==> src/rtl/cpu_pkg.sv <==
// Shared widths, forwarding-select codes and the producer bundle used by
// the ID/EX operand stage and its bypass selectors.
package cpu_pkg;

    localparam int REG_W   = 5;
    localparam int DATA_W  = 32;
    localparam int CTRL_W  = 12;
    localparam int NUM_SRC = 2;   // Rs and Rt

    typedef enum logic [2:0] {
        FWD_RF,
        FWD_EX,
        FWD_MEM,
        FWD_WB,
        FWD_ZERO
    } fwd_sel_e;

    // One result producer as seen by the bypass network. For EX, 'we' is
    // already qualified so that a load (data not yet available) never hits.
    typedef struct packed {
        logic              we;
        logic [REG_W-1:0]  wr;
        logic [DATA_W-1:0] d;
    } fwd_src_t;

endpackage

==> src/rtl/fwd_sel.sv <==
// Priority bypass select for a single source operand: r0, EX, MEM, WB,
// then register file. Purely combinational.
module fwd_sel
    import cpu_pkg::*;
(
    input  logic [REG_W-1:0]  idx,
    input  logic [DATA_W-1:0] rf_d,
    input  fwd_src_t          ex,
    input  fwd_src_t          mem,
    input  fwd_src_t          wb,
    output logic [DATA_W-1:0] d,
    output fwd_sel_e          sel
);

    // Youngest matching producer wins; r0 is hardwired and never bypassed.
    always_comb begin
        d   = rf_d;
        sel = FWD_RF;
        if (idx == '0) begin
            d   = '0;
            sel = FWD_ZERO;
        end else if (ex.we && ex.wr == idx) begin
            d   = ex.d;
            sel = FWD_EX;
        end else if (mem.we && mem.wr == idx) begin
            d   = mem.d;
            sel = FWD_MEM;
        end else if (wb.we && wb.wr == idx) begin
            d   = wb.d;
            sel = FWD_WB;
        end
    end

endmodule

==> src/rtl/id_ex_operand_stage.sv <==
// ID/EX operand stage: resolves Rs/Rt through the bypass network, raises
// load-use stalls and registers operands plus control for EX.
module id_ex_operand_stage
    import cpu_pkg::*;
#(
    parameter int CTRL_W = cpu_pkg::CTRL_W
) (
    input  logic              Clk,
    input  logic              Clr,
    input  logic              IdValid,
    input  logic [REG_W-1:0]  IdRs,
    input  logic [REG_W-1:0]  IdRt,
    input  logic              IdUsesRt,
    input  logic [REG_W-1:0]  IdDst,
    input  logic [DATA_W-1:0] IdImm,
    input  logic [CTRL_W-1:0] IdCtrl,
    input  logic [DATA_W-1:0] Qa,
    input  logic [DATA_W-1:0] Qb,
    input  logic              ExFwdValid,
    input  logic              ExFwdWe,
    input  logic              ExFwdIsLoad,
    input  logic [REG_W-1:0]  ExFwdWr,
    input  logic [DATA_W-1:0] ExFwdD,
    input  logic              MemFwdWe,
    input  logic [REG_W-1:0]  MemFwdWr,
    input  logic [DATA_W-1:0] MemFwdD,
    input  logic              WbWe,
    input  logic [REG_W-1:0]  WbWr,
    input  logic [DATA_W-1:0] WbD,
    input  logic              Hold,
    input  logic              Flush,
    output logic              LoadUseStall,
    output logic              ExValid,
    output logic [DATA_W-1:0] ExA,
    output logic [DATA_W-1:0] ExB,
    output logic [DATA_W-1:0] ExImm,
    output logic [CTRL_W-1:0] ExCtrl,
    output logic [REG_W-1:0]  ExRt,
    output logic [REG_W-1:0]  ExDst
);

    fwd_src_t ex_src, mem_src, wb_src;
    logic [NUM_SRC-1:0][REG_W-1:0]  src_idx;
    logic [NUM_SRC-1:0][DATA_W-1:0] src_rf;
    logic [NUM_SRC-1:0][DATA_W-1:0] src_d;
    fwd_sel_e                       src_sel [NUM_SRC];
    logic                           ex_load_hit;
    logic                           unused_sel;

    // A load in EX has no result yet, so it is masked out of the EX bypass.
    assign ex_src  = '{we: ExFwdValid & ExFwdWe & ~ExFwdIsLoad, wr: ExFwdWr, d: ExFwdD};
    assign mem_src = '{we: MemFwdWe, wr: MemFwdWr, d: MemFwdD};
    assign wb_src  = '{we: WbWe, wr: WbWr, d: WbD};

    assign src_idx = {IdRt, IdRs};
    assign src_rf  = {Qb, Qa};

    generate
        for (genvar i = 0; i < NUM_SRC; i++) begin : g_src
            fwd_sel u_fwd_sel (
                .idx  (src_idx[i]),
                .rf_d (src_rf[i]),
                .ex   (ex_src),
                .mem  (mem_src),
                .wb   (wb_src),
                .d    (src_d[i]),
                .sel  (src_sel[i])
            );
        end
    endgenerate

    // Select codes are kept for debug probing only.
    assign unused_sel = ^{src_sel[0], src_sel[1]};

    assign ex_load_hit = ExFwdValid & ExFwdWe & ExFwdIsLoad & (ExFwdWr != '0) &
                         ((ExFwdWr == IdRs) | (IdUsesRt & (ExFwdWr == IdRt)));

    // A frozen or killed slot never requests a stall.
    assign LoadUseStall = IdValid & ex_load_hit & ~Hold & ~Flush;

    // Pipeline register: reset > flush > hold > bubble > load.
    always_ff @(posedge Clk) begin
        if (Clr || Flush || (!Hold && LoadUseStall)) begin
            ExValid <= 1'b0;
            ExA     <= '0;
            ExB     <= '0;
            ExImm   <= '0;
            ExCtrl  <= '0;
            ExRt    <= '0;
            ExDst   <= '0;
        end else if (!Hold) begin
            ExValid <= IdValid;
            ExA     <= src_d[0];
            ExB     <= src_d[1];
            ExImm   <= IdImm;
            ExCtrl  <= IdCtrl;
            ExRt    <= IdRt;
            ExDst   <= IdDst;
        end
    end

endmodule

==> config.mk <==
export PLATFORM = sky130hd
export DESIGN_NAME = id_ex_operand_stage
export DESIGN_NICKNAME = d
export VERILOG_FILES = /design/src/rtl/cpu_pkg.sv /design/src/rtl/fwd_sel.sv /design/src/rtl/id_ex_operand_stage.sv
export SDC_FILE = /design/constraint.sdc
export NUM_CORES = 1
export LEC_CHECK = 0
export CAP_MARGIN = 20
export CORE_AREA = 2 2 141 143
export DETAILED_ROUTE_END_ITERATION = 12
export DIE_AREA = 0 0 143 145
export PLACE_DENSITY = 0.77
export SLEW_MARGIN = 10
export SYNTH_ARGS = -nofsm -noshare
export SYNTH_HDL_FRONTEND = slang
export SYNTH_SLANG_ARGS = --single-unit
==> constraint.sdc <==
create_clock -name Clk -period 2.2 [get_ports Clk]
set_clock_uncertainty 0.05 [all_clocks]
set_input_delay 0.44 -clock Clk [delete_from_list [all_inputs] [get_ports Clk]]
set_output_delay 0.44 -clock Clk [all_outputs]
set_load 0.02 [all_outputs]
Yosys cells after proc, flatten, opt, wreduce, memory -nomap -nowiden
Cells that the tools add are included.
{ "word_totals": {"reg_bits": 119, "latchBits": 0, "ram_bits": 0, "rom_bits": 0, "inputBits": 245, "output_inout_bits": 120, "elab_cells": 47, "memories": 0} }
{ "classes": {"n_addsub": 0, "n_mul": 0, "n_div": 0, "magnitude_cmp": 0, "n_eq_ne": 6, "shift": 0, "mux": 8, "bitwise": 13, "n_reduce_logical": 13} }
{ "ops": {"columns": ["op", "count"], "rows": [
  ["$mux 32", 8],
  ["$eq 5x5->1", 6],
  ["$logic_not 5->1", 2],
  ["$and 1x1->1", 9],
  ["$logic_and 1x1->1", 7],
  ["$reduce_bool 5->1", 1],
  ["$not 1->1", 3],
  ["$logic_or 1x1->1", 2],
  ["$logic_not 1->1", 1],
  ["$or 1x1->1", 1]
]} }

Longest topological paths before layout
Gate-level depths: netlist of the first run.
{ "depth": {"ltp_word": 9, "depth_mapped": 8, "depth_no_buf": 5} }

Hierarchy
A second synthesis of the first run with hierarchy kept.
{ "unflattened": {"hier_cells": 803, "hier_area_um2": 7973.9} }
{ "by_module_without_submodules": {"columns": ["module", "n_inst", "cells_per_inst", "area_per_inst_um2", "seq_area_each_um2"], "rows": [
  ["id_ex_operand_stage", 1, 433, 4843.4, 2382.3],
  ["fwd_sel", 2, 185, 1565.3, 0.0]
]} }

Worst setup path after synthesis of the first run
Ideal clock, no wire load.
{ "synth_timing": {"path_type": "input port to output port", "start": "in IdRs[0]", "end": "out LoadUseStall", "arrival_time_ns": 1.642, "t_required_ns": 1.710, "slack_ns": 0.068, "path_stages": 7, "path_buffers": 3, "path_cell_list": "buf_2 > xor2_1 > nor3_1 > nand2_1 > a21oi_1 > buf_2 > buf_2"} }
{ "synth_via": {"elab_chain_len": 6} }
{ "synth_lines": {"columns": ["element", "line", "rtl"], "rows": [
  ["start: declaration", "id_ex_operand_stage.sv:11", "input logic [REG_W-1:0] IdRs,"],
  ["$eq 5x5->1", "id_ex_operand_stage.sv:76", "((ExFwdWr == IdRs) | (IdUsesRt & (ExFwdWr == IdRt)));"],
  ["$or 1x1->1", "id_ex_operand_stage.sv:76", null],
  ["$and 1x1->1", "id_ex_operand_stage.sv:75", "assign ex_load_hit = ExFwdValid & ExFwdWe & ExFwdIsLoad & (ExFwdWr != '0) &"],
  ["$and 1x1->1 (3 in series)", "id_ex_operand_stage.sv:79", "assign LoadUseStall = IdValid & ex_load_hit & ~Hold & ~Flush;"],
  ["end: declaration", "id_ex_operand_stage.sv:32", "output logic LoadUseStall,"]
]} }
No other way between the ends.

Worst setup path after layout of the first run
{ "layout_timing": {"start": "in MemFwdWr[1]", "end": "reg ExA[6]"} }
{ "layout_via": {"elab_chain_len": 5} }
{ "layout_lines": {"columns": ["element", "line", "rtl"], "rows": [
  ["start: declaration", "id_ex_operand_stage.sv:25", "input logic [REG_W-1:0] MemFwdWr,"],
  ["$eq 5x5->1", "fwd_sel.sv:25", "end else if (mem.we && mem.wr == idx) begin"],
  ["$logic_and 1x1->1", "fwd_sel.sv:25", null],
  ["$mux 32", "fwd_sel.sv:25", null],
  ["$mux 32", "fwd_sel.sv:22", "end else if (ex.we && ex.wr == idx) begin"],
  ["$mux 32", "fwd_sel.sv:19", "if (idx == '0) begin"],
  ["end signal: assignment", "id_ex_operand_stage.sv:93", "ExA <= src_d[0];"],
  ["end: declaration", "id_ex_operand_stage.sv:34", "output logic [DATA_W-1:0] ExA,"]
]} }
No other way between the ends.
A chain may end at the register's enable or synchronous reset.

==> summary.txt, run 1 <==
Status
  • Status: finished clean

Critical path
  • Crit path max fanout: 20
  • Slowest CP cell: clkdlybuf4s50_1
  • Delay-heaviest family, CP: buffers and inverters
  • CP Launch Type: input pin
  • Critical path required time: 2.44 ns
  • Worst-path cell chain: clkdlybuf4s50_1, xor2_1, nor2_4, and3_1, buf_12, buf_12, o311ai_0, a211oi_1
  • Setup slack, reg-to-reg: 1.26 ns
  • Crit end category: flip-flop
  • CP Buf/Inv Count: 3
  • FF-to-FF End: ExB[25]
  • R2r startpoint: ExB[25]
  • Worst Path Arrival: 2.43 ns
  • FF-to-FF path depth: 2
  • Cell mode on critical path: buf_12
  • Critical path type: input pin to flip-flop
  • Worst path max stage delay: 0.58 ns

Logic synthesis
  • YS warnings: 0
  • Ys async rst share: 0
  • Synth unique cells: 38
  • Main synth FF type: dfxtp_1
  • Post-synthesis sequential area ratio: 0.324
  • Synthesized flop and latch total: 119
  • Cell area after synthesis: 7350 um2
  • Post-synth EDFFs: 0
  • Mapped Nets: 1069
  • Synth Instances: 824
  • Syn avg cell area: 8.92 um2

Final layout
  • Synthesis-to-finish area growth: 78.2%
  • Layout cells sized above 1: 0.200
  • Commonest non-fill, non-tap cell in the layout: clkdlybuf4s50_1
  • Layout Nets: 1485
  • Core Util, Final: 0.682
  • Commonest cells after routing, fill and taps aside: clkdlybuf4s50_1 (339), dfxtp_1 (119), nor3_1 (115)

Routing
  • Drt first-iter violations: 782
  • First drt pass iteration count: 5
  • DRC viols: 0
  • Final ANT Viol Nets: 0
  • DR vias: 9172
  • Drt wl/cell: 23.5 um
  • Vias/cell: 6.04
  • Final wirelength: 35.7 mm

Placement
  • Post-DP HPWL: 25.0 mm
  • Gp weighted congestion: 0.918
  • IO Port Bufs: 364

Die
  • Die height: 145 um
  • Ports: 365
  • Area of the die: 20700 um2
  • Chip width: 143 um
  • Core Footprint: 19200 um2
  • Initial core utilization: 0.383
  • # rows: 51

CTS
  • Hold Buf Count CTS: 0
  • Max clock buf depth: 2
  • Clock sink total: 119
  • CTS tree: built
  • Cts bufs inserted: 17
  • CTS clk-pin slew, worst paths: 0.07 ns
  • Depth of the CTS H-tree: 4
  • Clock Latency Late Sink: 0.42 ns
  • Root Buffer: clkbuf_16

Global route
  • Largest net degree at the start of global routing: 94
  • Grt ovf: 0
  • Vias in the first global route: 9357
  • GRT Total Usage: 0.334
  • Initial antenna violation count: 3
  • First-pass GRT wire length: 53.8 mm

STA
  • Hold WS: 0.368 ns
  • Clock period minus final worst setup slack: 2.19 ns
  • Slew headroom: 0.581
  • Period utilization: 0.996
  • Setup TNS: 0 ns
  • Fmax: 456 MHz
  • Worst Tran Pin Value: 0.623 ns
  • Setup-failing EPs final: 0
  • Final Max Slew Viols: 0
  • Final hold violations: 0

Pwr
  • LEAKAGE: 4.58 nW
  • Power Density: 539 nW/um2
  • Worst ir drop on vdd: 0.000587 V

Hold path
  • Hold EP: ExValid
  • Worst min-delay path class: input pin to flip-flop
  • Worst hold stages: 3
  • Min-delay src: IdValid

Flow run
  • Max_cap viols: 0
-- metrics by stage --
stage / std cells / setup WS (ns) / instance area, um2 / total power (W)
after floorplan: 824 / 0.0677 / 7350 / 0.00298
after global placement: 1478 / -0.796 / 12200 / 0.00407
after detailed placement: 1478 / -0.817 / 12200 / 0.00408
after CTS: 1518 / -0.0301 / 13000 / 0.00703
after global routing: 1518 / -0.0455 / 13100 / 0.00728
final: 1519 / 0.00772 / 13100 / 0.00707
-- worst max-delay path by stage --
stage                      startpoint            to  slack (ns)  cells past startpoint
final                     MemFwdWr[1]        ExA[6]       0.008                      8
after global routing      MemFwdWr[1]       ExB[25]       -0.05                      8
after CTS                       Flush  LoadUseStall       -0.03                      7
after detailed placement   ExFwdWr[2]       ExB[24]       -0.82                      7
after global placement     ExFwdWr[1]  LoadUseStall       -0.80                      6
after floorplan               IdRs[0]  LoadUseStall        0.07                      7
-- worst register-to-register path, delay by kind of cell, from the launching register on --
kind	cells	cell delay (ns)
AOI/OAI and AO/OA	2	0.38
DFF	1	0.42
-- cells in the mapped netlist, types with 3 or more instances --
cell	n	area, um2
clkbuf_1	75	282
or4_1	3	22.5
o311ai_0	50	438
nor2_1	7	26.3
a22oi_2	30	375
a211oi_1	64	480
dfxtp_1	119	2380
buf_1	5	18.8
a21boi_0	64	480
a22oi_1	34	255
mux2i_1	55	551
buf_2	18	90.1
o311ai_1	14	123
nand2_1	37	139
nor3_1	120	601
xor2_1	22	193
clkbuf_2	5	25.0
nor3_2	3	30.0
xnor2_1	9	78.8
buf_6	3	33.8
nand4b_1	64	561
-- cells by family after synthesis --
logic type | count (synthesis) | synth area share
compound gates | 261 | 0.298
simple gates | 251 | 0.204
buf+inv | 107 | 0.0621
mux | 55 | 0.0749
xor+xnor | 31 | 0.0369
flops | 119 | 0.324
-- registers in the layout, indices dropped and copies added, names as in the netlist --
signal   cells
ExA         32
ExB         32
ExImm       32
ExCtrl      12
ExDst        5
ExRt         5
ExValid      1
-- power breakdown --
part | internal (W) | switching (W) | total (W)
sequential | 0.00223 | 0.0000488 | 0.00228
combinational | 0.000981 | 0.000889 | 0.00187
clock | 0.00173 | 0.00119 | 0.00292
total | 0.00494 | 0.00212 | 0.00707
-- final cells by class --
cell class | instances | area (um2)
flip-flops and latches | 119 | 2380
clock inverters | 14 | 164
clock buffers | 18 | 439
fillers | 1512 | 6110
well taps | 265 | 332
diodes | 1 | 2.50
repair buffers | 503 | 4980
multi-input cells | 599 | 4800
-- layer usage --
metal | track usage | part of all wire | vias up
met2 | 0.552 | 0.48 | 566
met4 | 0.144 | 0.040 | 2
met5 | 0 | 0.00039 | -
li1 | - | - | 4109
met3 | 0.0683 | 0.085 | 117
met1 | 0.418 | 0.39 | 4378
-- what timing repair did --
action	in CTS	in global routing
setup endpoints to repair	119	47
buffers inserted	6	1
gates resized for setup	61	29
gates cloned	2	0
pin swaps	17	10
Note: power is estimated with default switching activity, not from simulation.
==> run 2: changes to the inputs <==
Clock period 2.2 ns to 2.57 ns, I/O delays scaled along.
==> run 2 against run 1 <==
  * Critical path depth fell by 2
  * Die area did not move
  * Design area fell by 2.5%
  * First-iteration DRC count fell by 8.2%
  * Via count fell by 1.4%
  * Sequential share of layout area rose by 0.47 points
  * Global-route usage fell by 1.8 points
  * Worst hold slack improved by 0.11 ns
  * Sequential power fell by 14%
  * Clock-buffer cell count did not move
  * Critical path type is now input pin to output pin
  * Largest cell class unchanged
==> summary.txt, run 2 (same netlist as run 1, synthesis figures left out) <==
Status
  • Status: finished clean (unchanged)

Placement
  • IO Port Bufs: 364 (unchanged)
  • Post-DP HPWL: 24.2 mm (was 25.0 mm)
  • Gp weighted congestion: 0.895 (was 0.918)

Final layout
  • Largest regs: ExA: 32 flops, ExB: 32 flops, ExImm: 32 flops (unchanged)
  • Commonest non-fill, non-tap cell in the layout: clkdlybuf4s50_1 (unchanged)
  • Layout Nets: 1466 (was 1485)
  • Commonest cells after routing, fill and taps aside: clkdlybuf4s50_1 (358), dfxtp_1 (119), nor3_1 (119) (was clkdlybuf4s50_1 (339), dfxtp_1 (119), nor3_1 (115))
  • Synthesis-to-finish area growth: 73.7% (was 78.2%)
  • Layout cells sized above 1: 0.168 (was 0.200)
  • Core Util, Final: 0.665 (was 0.682)

STA
  • Period utilization: 0.994
  • Clock period minus final worst setup slack: 2.55 ns
  • Hold WS: 0.477 ns (was 0.368 ns)
  • Setup-failing EPs final: 0 (unchanged)
  • Worst Tran Pin Value: 0.719 ns (was 0.623 ns)
  • Final hold violations: 0 (unchanged)
  • Final Max Slew Viols: 0 (unchanged)
  • Fmax: 391 MHz
  • Slew headroom: 0.521 (was 0.581)
  • Setup TNS: 0 ns (unchanged)

Die
  • Initial core utilization: 0.383 (unchanged)
  • Die height: 145 um (unchanged)
  • # rows: 51 (unchanged)
  • Area of the die: 20700 um2 (unchanged)
  • Chip width: 143 um (unchanged)
  • Ports: 365 (unchanged)
  • Core Footprint: 19200 um2 (unchanged)

CTS
  • Clock sink total: 119 (unchanged)
  • Root Buffer: clkbuf_16 (unchanged)
  • Clock Latency Late Sink: 0.42 ns (about the same)
  • Hold Buf Count CTS: 0 (unchanged)
  • Max clock buf depth: 2 (unchanged)
  • CTS tree: built (unchanged)
  • CTS clk-pin slew, worst paths: 0.06 ns (was 0.07 ns)
  • Depth of the CTS H-tree: 4 (unchanged)
  • Cts bufs inserted: 17 (unchanged)

Pwr
  • Combinational share of power: 0.258 (was 0.265)
  • LEAKAGE: 4.36 nW (was 4.58 nW)
  • Net Sw Frac: 0.294 (was 0.301)
  • P_sw: 0.00174 W (was 0.00212 W)
  • Worst ir drop on vdd: 0.000469 V (was 0.000587 V)
  • Power Density: 463 nW/um2 (was 539 nW/um2)
  • Clock share of power: 0.412 (was 0.413)
  • Internal power: 0.00417 W (was 0.00494 W)
  • Total power: 0.00591 W (was 0.00707 W)
  • Sequential power share: 0.330 (was 0.323)

Critical path
  • Worst Path Arrival: 1.99 ns (was 2.43 ns)
  • Critical path required time: 2.01 ns (was 2.44 ns)
  • Setup slack, reg-to-reg: 1.66 ns (was 1.26 ns)
  • Crit path max fanout: 3 (was 20)
  • Crit end category: output pin (was flip-flop)
  • Critical path type: input pin to output pin (was input pin to flip-flop)
  • CP Launch Type: input pin (unchanged)

Hold path
  • Worst min-delay path class: flip-flop to flip-flop (was input pin to flip-flop)

Routing
  • DR vias: 9041 (was 9172)
  • Drt wl/cell: 22.4 um (was 23.5 um)
  • First drt pass iteration count: 5 (unchanged)
  • Final ANT Viol Nets: 0 (unchanged)
  • DRC viols: 0 (unchanged)
  • Final wirelength: 33.7 mm (was 35.7 mm)
  • Vias/cell: 6.02 (was 6.04)
  • Drt first-iter violations: 718 (was 782)

Global route
  • Largest net degree at the start of global routing: 104 (was 94)
  • Initial antenna violation count: 5 (was 3)
  • Grt ovf: 0 (unchanged)
  • Vias in the first global route: 8974 (was 9357)
  • First-pass GRT wire length: 51.1 mm (was 53.8 mm)
  • GRT Total Usage: 0.316 (was 0.334)

Flow run
  • Max_cap viols: 0 (unchanged)
run 2: cell types whose count changed in the layout (fill, tap and decap cells not counted), moves of 5 or more:
cell / change
buf_6: -5
dlymetal6s2s_1: -5
xnor2_1: +6
buf_4: -13
o311ai_0: +18
xnor2_2: -5
dlygate4sd2_1: -11
o311ai_1: -15
clkdlybuf4s50_1: +19
run 2: layout make-up:
| class | instances | area, um2 |
|---|---|---|
| fill | 1530 | 6440 |
| multi-input combinational | 598 | 4630 |
| timing repair buffer | 485 | 4820 |
| tap | 265 | 332 |
| sequential | 119 | 2380 |
| clock buffer | 18 | 439 |
| clock inverter | 13 | 146 |
| antenna | 5 | 12.5 |
run 2: what timing repair did:
action                                  CTS  global route
pin swaps                                 0             6
resized for setup                         7            11
setup buffers                             0             6
hold endpoints to repair                  0             0
endpoints found under the setup margin    1            26
gates cloned                              0             0
run 2: worst paths after layout:
check / from / depth (start not counted) / to
setup / recovery: ExFwdWr[3] / 6 / LoadUseStall
hold / removal: ExImm[8] / 2 / ExImm[8]
hold reg to reg: ExImm[8] / 2 / ExImm[8]
setup reg to reg: ExA[0] / 2 / ExA[0]
run 2: worst max-delay path: stages:
cell and delay [ns]:
clkdlybuf4s50_1 0.48, xor2_1 0.21, nor3_2 0.25, nand2_2 0.12
a21oi_4 0.22, buf_4 0.18
run 2: per-stage QoR:
step,instance area (um2),worst slack [ns],cells
finish,12800,0.0156,1503
floorplan,7350,0.290,824
detailed placement,12100,-0.481,1461
global placement,12100,-0.449,1461
global route,12800,-0.0105,1501
CTS,12600,0.0110,1492
run 2: power by group through the flow:
| stage | combinational (W) | sequential (W) | clock [W] |
|---|---|---|---|
| 2_1_floorplan | 0.000488 | 0.00206 | 0 |
| 3_3_place_gp | 0.00147 | 0.00199 | 0 |
| 3_5_place_dp | 0.00148 | 0.00199 | 0 |
| 4_1_cts | 0.00149 | 0.00195 | 0.00245 |
| 5_1_grt | 0.00160 | 0.00195 | 0.00253 |
| 6_report | 0.00153 | 0.00195 | 0.00244 |
run 2: per-layer routing:
layer	vias up	wire length (um)	part of all wire	track usage
met3	101	2930	0.087	0.0634
li1	4068	-	-	-
met2	589	16200	0.48	0.522
met4	0	1340	0.040	0.143
met5	-	0	0	0
met1	4283	13200	0.39	0.394
==> run 3: changes to the inputs <==
Settings changed: CTS_CLUSTER_SIZE set to 24, HOLD_SLACK_MARGIN set to 0.02, TNS_END_PERCENT set to 50.
==> results of run 3 <==
Final layout, timing and power as in run 2 (identical DEF).
